## config.mk

```make
export PLATFORM = sky130hd
export DESIGN_NAME = sram_param
export DESIGN_NICKNAME = d
export VERILOG_FILES = /design/src/rtl/sram_param.sv
export SDC_FILE = /design/constraint.sdc
export NUM_CORES = 1
export LEC_CHECK = 0
export CAP_MARGIN = 20
export CELL_PAD_IN_SITES_DETAIL_PLACEMENT = 1
export CELL_PAD_IN_SITES_GLOBAL_PLACEMENT = 2
export CORE_ASPECT_RATIO = 1.5
export CORE_MARGIN = 2
export CORE_UTILIZATION = 37
export DETAILED_ROUTE_END_ITERATION = 10
export PLACE_DENSITY = 0.69
export SLEW_MARGIN = 5
export SYNTH_ARGS = -nofsm -noshare
export SYNTH_HDL_FRONTEND = slang
export SYNTH_SLANG_ARGS = --single-unit
```

## constraint.sdc

```tcl
create_clock -name clk -period 3.58 [get_ports clk]
set_clock_uncertainty 0.1 [all_clocks]
set_input_delay 0.716 -clock clk [delete_from_list [all_inputs] [get_ports clk]]
set_output_delay 0.716 -clock clk [all_outputs]
set_load 0.005 [all_outputs]
```

## src/rtl/sram_param.sv

```systemverilog
// Parameterised single-port SRAM with a power-up/clear init sweep, one-cycle
// registered read path and optional stuck-at fault injection on read data.
module sram_param #(
  parameter int                 DATA_W   = 8,
  parameter int                 ADDR_W   = 6,
  parameter logic [DATA_W-1:0]  INIT_VAL = '0,
  localparam int                FB_W     = (DATA_W > 1) ? $clog2(DATA_W) : 1
) (
  input  logic              clk,
  input  logic              rst_n,
  input  logic [ADDR_W-1:0] ramaddr,
  input  logic [DATA_W-1:0] ramin,
  input  logic              rwbar,
  input  logic              cs,
  input  logic              clr,
  input  logic              flt_en,
  input  logic [ADDR_W-1:0] flt_addr,
  input  logic [FB_W-1:0]   flt_bit,
  input  logic              flt_val,
  output logic [DATA_W-1:0] ramout,
  output logic              rd_valid,
  output logic              busy
);

  localparam int DEPTH = 1 << ADDR_W;

  localparam logic [0:0] ST_INIT  = 1'b0;
  localparam logic [0:0] ST_READY = 1'b1;

  logic [DATA_W-1:0] mem [DEPTH];

  logic [0:0]        state_q, state_d;
  logic [ADDR_W-1:0] cnt_q, cnt_d;
  logic [DATA_W-1:0] ramout_q, ramout_d;
  logic              rd_valid_q, rd_valid_d;

  logic              mem_we;
  logic [ADDR_W-1:0] mem_wa;
  logic [DATA_W-1:0] mem_wd;
  logic              rd_acc;
  logic [DATA_W-1:0] rd_data;
  logic              flt_hit;

  // Sweep owns the write port in INIT; user accesses only count in READY.
  always_comb begin
    state_d = state_q;
    cnt_d   = cnt_q;
    mem_we  = 1'b0;
    mem_wa  = ramaddr;
    mem_wd  = ramin;
    rd_acc  = 1'b0;
    case (state_q)
      ST_INIT: begin
        mem_we = 1'b1;
        mem_wa = cnt_q;
        mem_wd = INIT_VAL;
        cnt_d  = cnt_q + ADDR_W'(1);
        if (&cnt_q) begin
          state_d = ST_READY;
        end
      end
      default: begin
        if (clr) begin
          state_d = ST_INIT;
          cnt_d   = '0;
        end else if (cs) begin
          if (rwbar) begin
            rd_acc = 1'b1;
          end else begin
            mem_we = 1'b1;
          end
        end
      end
    endcase
  end

  // Fault only corrupts the value leaving the array, never the stored word.
  always_comb begin
    rd_data = mem[ramaddr];
    flt_hit = flt_en && (ramaddr == flt_addr);
    for (int b = 0; b < DATA_W; b++) begin
      if (flt_hit && (FB_W'(b) == flt_bit)) begin
        rd_data[b] = flt_val;
      end
    end
  end

  always_comb begin
    ramout_d   = rd_acc ? rd_data : '0;
    rd_valid_d = rd_acc;
  end

  always_ff @(posedge clk or negedge rst_n) begin
    if (!rst_n) begin
      state_q    <= ST_INIT;
      cnt_q      <= '0;
      ramout_q   <= '0;
      rd_valid_q <= 1'b0;
    end else begin
      state_q    <= state_d;
      cnt_q      <= cnt_d;
      ramout_q   <= ramout_d;
      rd_valid_q <= rd_valid_d;
    end
  end

  // Array has no reset; contents come only from the sweep or user writes.
  always_ff @(posedge clk) begin
    if (mem_we && rst_n) begin
      mem[mem_wa] <= mem_wd;
    end
  end

  assign ramout   = ramout_q;
  assign rd_valid = rd_valid_q;
  assign busy     = (state_q == ST_INIT);

endmodule

```

==> flow_results.xml <==
<?xml version="1.0" encoding="UTF-8"?>
<metrics>
  <group name="synthesis">
    <metric name="synthesis.yosys.warnings" unit="">0</metric>
    <metric name="synth_enable_flop_cells" unit="">512</metric>
    <metric name="synth_seq_cells" unit="">528</metric>
    <metric name="yosys_most_used_dff" unit="">sky130_fd_sc_hd__edfxtp_1</metric>
    <metric name="synth_nets" unit="">1083</metric>
    <metric name="synth_cell_types" unit="">53</metric>
    <metric name="netlist_area" unit="sq mm">0.0210</metric>
    <metric name="syn_area_per_cell" unit="sq um">19.9</metric>
    <metric name="synth_cells" unit="">1052</metric>
    <metric name="synth_seq_area_share" unit="%">75.3</metric>
    <metric name="async_flop_share" unit="%">3.03</metric>
  </group>
  <group name="routing">
    <metric name="final_routed_wirelength" unit="mm">56.9</metric>
    <metric name="num_vias" unit="">10800</metric>
    <metric name="first_iter_violations" unit="">768</metric>
    <metric name="drcViolationCount" unit="">0</metric>
    <metric name="vias_per_cell" unit="">5.41</metric>
    <metric name="drtAntennaViolNets" unit="">0</metric>
    <metric name="first_pass_iteration_count_of_the_detailed_router" unit="">5</metric>
    <metric name="wl_per_instance" unit="um">28.4</metric>
  </group>
  <group name="power_and_ir_drop">
    <metric name="leakagePower" unit="uW">0.00810</metric>
    <metric name="pwr_density_cell" unit="mW/mm^2">560</metric>
    <metric name="vdd.ir_drop.worst" unit="mV">0.315</metric>
  </group>
  <group name="floorplanning">
    <metric name="core_area" unit="sq mm">0.0558</metric>
    <metric name="die_h" unit="um">296</metric>
    <metric name="die_area" unit="sq mm">0.0586</metric>
    <metric name="initial_utilization" unit="%">37.5</metric>
    <metric name="die_w" unit="um">198</metric>
    <metric name="fp-row-count" unit="">106</metric>
    <metric name="io_pins" unit="">40</metric>
  </group>
  <group name="global_route">
    <metric name="grt_start_max_net_pins" unit="">65</metric>
    <metric name="grt_pass1_vias" unit="">11800</metric>
    <metric name="grt_first_pass_wirelength" unit="mm">83.9</metric>
    <metric name="antenna_violations_before_repair" unit="">1</metric>
    <metric name="track_usage" unit="%">20.1</metric>
    <metric name="globalRouteOverflowTotal" unit="">0</metric>
  </group>
  <group name="worst_setup_path">
    <metric name="timing.critical_path.depth" unit="">2</metric>
    <metric name="worst_setup_path_start_kind" unit="">flop</metric>
    <metric name="crit_path_top_delay_cell" unit="">sky130_fd_sc_hd__clkdlybuf4s50_1</metric>
    <metric name="worst-endpoint-required" unit="ns">2.76</metric>
    <metric name="cp_buf_inv_count" unit="">2</metric>
    <metric name="family_with_the_most_delay_on_the_worst_path" unit="">buffers and inverters</metric>
    <metric name="startpoint" unit="">state_q$_DFF_PN0_</metric>
    <metric name="slowest_delay" unit="ns">0.53</metric>
    <metric name="critPathArrivalTime" unit="ns">1.84</metric>
    <metric name="worstPathCellList" unit="">inv_1 &gt; clkdlybuf4s50_1</metric>
    <metric name="cp_max_fo" unit="">12</metric>
    <metric name="setup.worst_path.class" unit="">reg2out</metric>
    <metric name="reg_to_reg_slack_setup" unit="ns">0.96</metric>
    <metric name="r2r_start" unit="">state_q$_DFF_PN0_</metric>
    <metric name="r2r.worst_path.cells" unit="">5</metric>
    <metric name="worstSetupEndpointType" unit="">output pin</metric>
  </group>
  <group name="cts">
    <metric name="cts-htree-levels" unit="">2</metric>
    <metric name="tritoncts" unit="">yes</metric>
    <metric name="cts.repair.resized" unit="">0</metric>
    <metric name="clk_pin_slew_worst_paths" unit="ns">0.07</metric>
    <metric name="max-clock-path-buffers" unit="">3</metric>
    <metric name="cts-buffers-inserted" unit="">48</metric>
    <metric name="cts_num_sinks" unit="">528</metric>
    <metric name="clk-insertion-delay-late" unit="ns">0.57</metric>
    <metric name="hold_buffers" unit="">0</metric>
    <metric name="post-cts-setup-buffers" unit="">0</metric>
    <metric name="clk_root_buffer_cell" unit="">sky130_fd_sc_hd__clkbuf_16</metric>
  </group>
  <group name="placed_design">
    <metric name="place_ws" unit="ns">0.338</metric>
    <metric name="placed_area" unit="sq mm">0.0230</metric>
    <metric name="numPortBuffers" unit="">39</metric>
    <metric name="place.gp.congestion" unit="">0.826</metric>
    <metric name="dp_hpwl" unit="mm">37.9</metric>
  </group>
  <group name="sta">
    <metric name="whs" unit="ns">0.458</metric>
    <metric name="achievable-frequency" unit="MHz">376</metric>
    <metric name="layout_setup_ws" unit="ns">0.924</metric>
    <metric name="period_needed" unit="ns">2.66</metric>
    <metric name="report.final.setup_viol" unit="">0</metric>
    <metric name="rsz0062_at_grt" unit="">no</metric>
    <metric name="report.final.slew_viol_count" unit="">0</metric>
    <metric name="tns" unit="ns">0</metric>
    <metric name="layout_worst_path_cycle_share" unit="%">74.2</metric>
    <metric name="hold_viol_final" unit="">0</metric>
    <metric name="slew_limit_headroom" unit="%">44.3</metric>
    <metric name="tightestPinTransition" unit="ns">0.836</metric>
  </group>
  <group name="layout">
    <metric name="final_design_area_no_fill" unit="sq mm">0.0247</metric>
    <metric name="area_grow_syn2layout" unit="%">17.6</metric>
    <metric name="layout-drive-gt1-share" unit="%">26.6</metric>
    <metric name="nets" unit="">1241</metric>
    <metric name="fillers" unit="">5227</metric>
    <metric name="antenna-diode-count" unit="">0</metric>
  </group>
  <group name="worst_hold_path">
    <metric name="timing.hold.worst.class" unit="">in2async</metric>
  </group>
  <group name="outcome">
    <metric name="outcome" unit="">complete, no violations</metric>
  </group>
  <group name="job">
    <metric name="drv_cap" unit="">0</metric>
  </group>
</metrics>
layout make-up:
type | count | area (sq um) | area share (%)
clock inverter | 25 | 352 | 1.43
tap | 756 | 946 | 3.84
clock buffer | 61 | 1270 | 5.16
sequential | 528 | 15800 | 64.0
inverter | 6 | 22.5 | 0.0914
timing repair buffer | 161 | 1420 | 5.77
multi-input combinational | 465 | 4860 | 19.7
layer usage:
metal  track usage, %  part of all wire (%)
met5                0                 0.019
met4             7.65                   3.9
met3             2.45                   3.8
met2             35.8                    52
met1             24.9                    40
power breakdown:
part / internal, uW / switching, uW / total [uW]
Clock: 3160 / 2250 / 5410
Sequential: 6960 / 109 / 7070
Combinational: 472 / 851 / 1320
placed cells by master (no fill, tap or decap), types with 12 or more instances in the layout:
cell type,count
sky130_fd_sc_hd__nor2_1,80
sky130_fd_sc_hd__mux2i_1,23
sky130_fd_sc_hd__o22ai_1,15
sky130_fd_sc_hd__nand3_1,24
sky130_fd_sc_hd__clkdlybuf4s50_1,35
sky130_fd_sc_hd__dfrtp_1,16
sky130_fd_sc_hd__nand2_1,56
sky130_fd_sc_hd__clkbuf_1,12
sky130_fd_sc_hd__edfxtp_1,512
sky130_fd_sc_hd__mux4_2,120
sky130_fd_sc_hd__clkbuf_16,49
sky130_fd_sc_hd__buf_4,114
worst reg2reg max path, cell delays in order, from the launching register on:
cell and delay, ns:
sky130_fd_sc_hd__dfrtp_1 0.56, sky130_fd_sc_hd__buf_4 0.35, sky130_fd_sc_hd__mux2i_1 0.43, sky130_fd_sc_hd__nand2_1 0.40
sky130_fd_sc_hd__nor2_1 0.24, sky130_fd_sc_hd__buf_4 0.23
Yosys cell counts (7+ instances only):
cell type | count | area [sq um]
sky130_fd_sc_hd__a211oi_1 | 9 | 67.6
sky130_fd_sc_hd__a31oi_1 | 7 | 43.8
sky130_fd_sc_hd__and2_1 | 11 | 68.8
sky130_fd_sc_hd__buf_2 | 25 | 125
sky130_fd_sc_hd__buf_4 | 8 | 60.1
sky130_fd_sc_hd__clkbuf_1 | 13 | 48.8
sky130_fd_sc_hd__dfrtp_1 | 16 | 400
sky130_fd_sc_hd__edfxtp_1 | 512 | 15400
sky130_fd_sc_hd__mux2i_1 | 23 | 230
sky130_fd_sc_hd__mux4_1 | 7 | 184
sky130_fd_sc_hd__mux4_2 | 120 | 2700
sky130_fd_sc_hd__nand2_1 | 56 | 210
sky130_fd_sc_hd__nand2b_1 | 7 | 43.8
sky130_fd_sc_hd__nand3_1 | 24 | 120
sky130_fd_sc_hd__nor2_1 | 80 | 300
sky130_fd_sc_hd__nor3_1 | 7 | 35.0
sky130_fd_sc_hd__o21ai_0 | 11 | 55.1
sky130_fd_sc_hd__o22ai_1 | 15 | 93.8
sky130_fd_sc_hd__o32ai_1 | 7 | 61.3
sky130_fd_sc_hd__xnor2_1 | 7 | 61.3
registers in the layout, summed over array words and instances (netlist names):
| register | flops |
|---|---|
| rd_valid | 1 |
| mem | 512 |
| cnt_q | 6 |
| state_q | 1 |
| ramout | 8 |
final timing paths:
| kind | to |
|---|---|
| setup reg to reg | mem[28][2]$_DFFE_PP_ |
| setup / recovery | busy |
| min in group clk | cnt_q[4]$_DFFE_PN0P_ |
| hold / removal | cnt_q[3]$_DFFE_PN0P_ |
| hold reg to reg | cnt_q[4]$_DFFE_PN0P_ |
| max in group asynchronous | ramout[3]$_DFF_PN0_ |
kinds of logic after synthesis:
logic type               share of synthesized area (%)
flip-flops                                        75.3
buffers and inverters                             1.62
AO/OA/AOI/OAI                                     2.80
XOR/XNOR                                         0.292
adder cells (fa/ha/maj)                         0.0597
multiplexers                                      15.1
AND/OR/NAND/NOR                                   4.83
through the flow:
step	instances	power [uW]	util, %
after floorplan	1052	7880	-
after CTS	2002	13900	44.1
final	2002	13800	44.1
after detailed placement	1916	8530	41.2
after global placement	1916	8500	41.2
after global routing	2002	14200	44.1
Power figures use the tool's default switching activity.
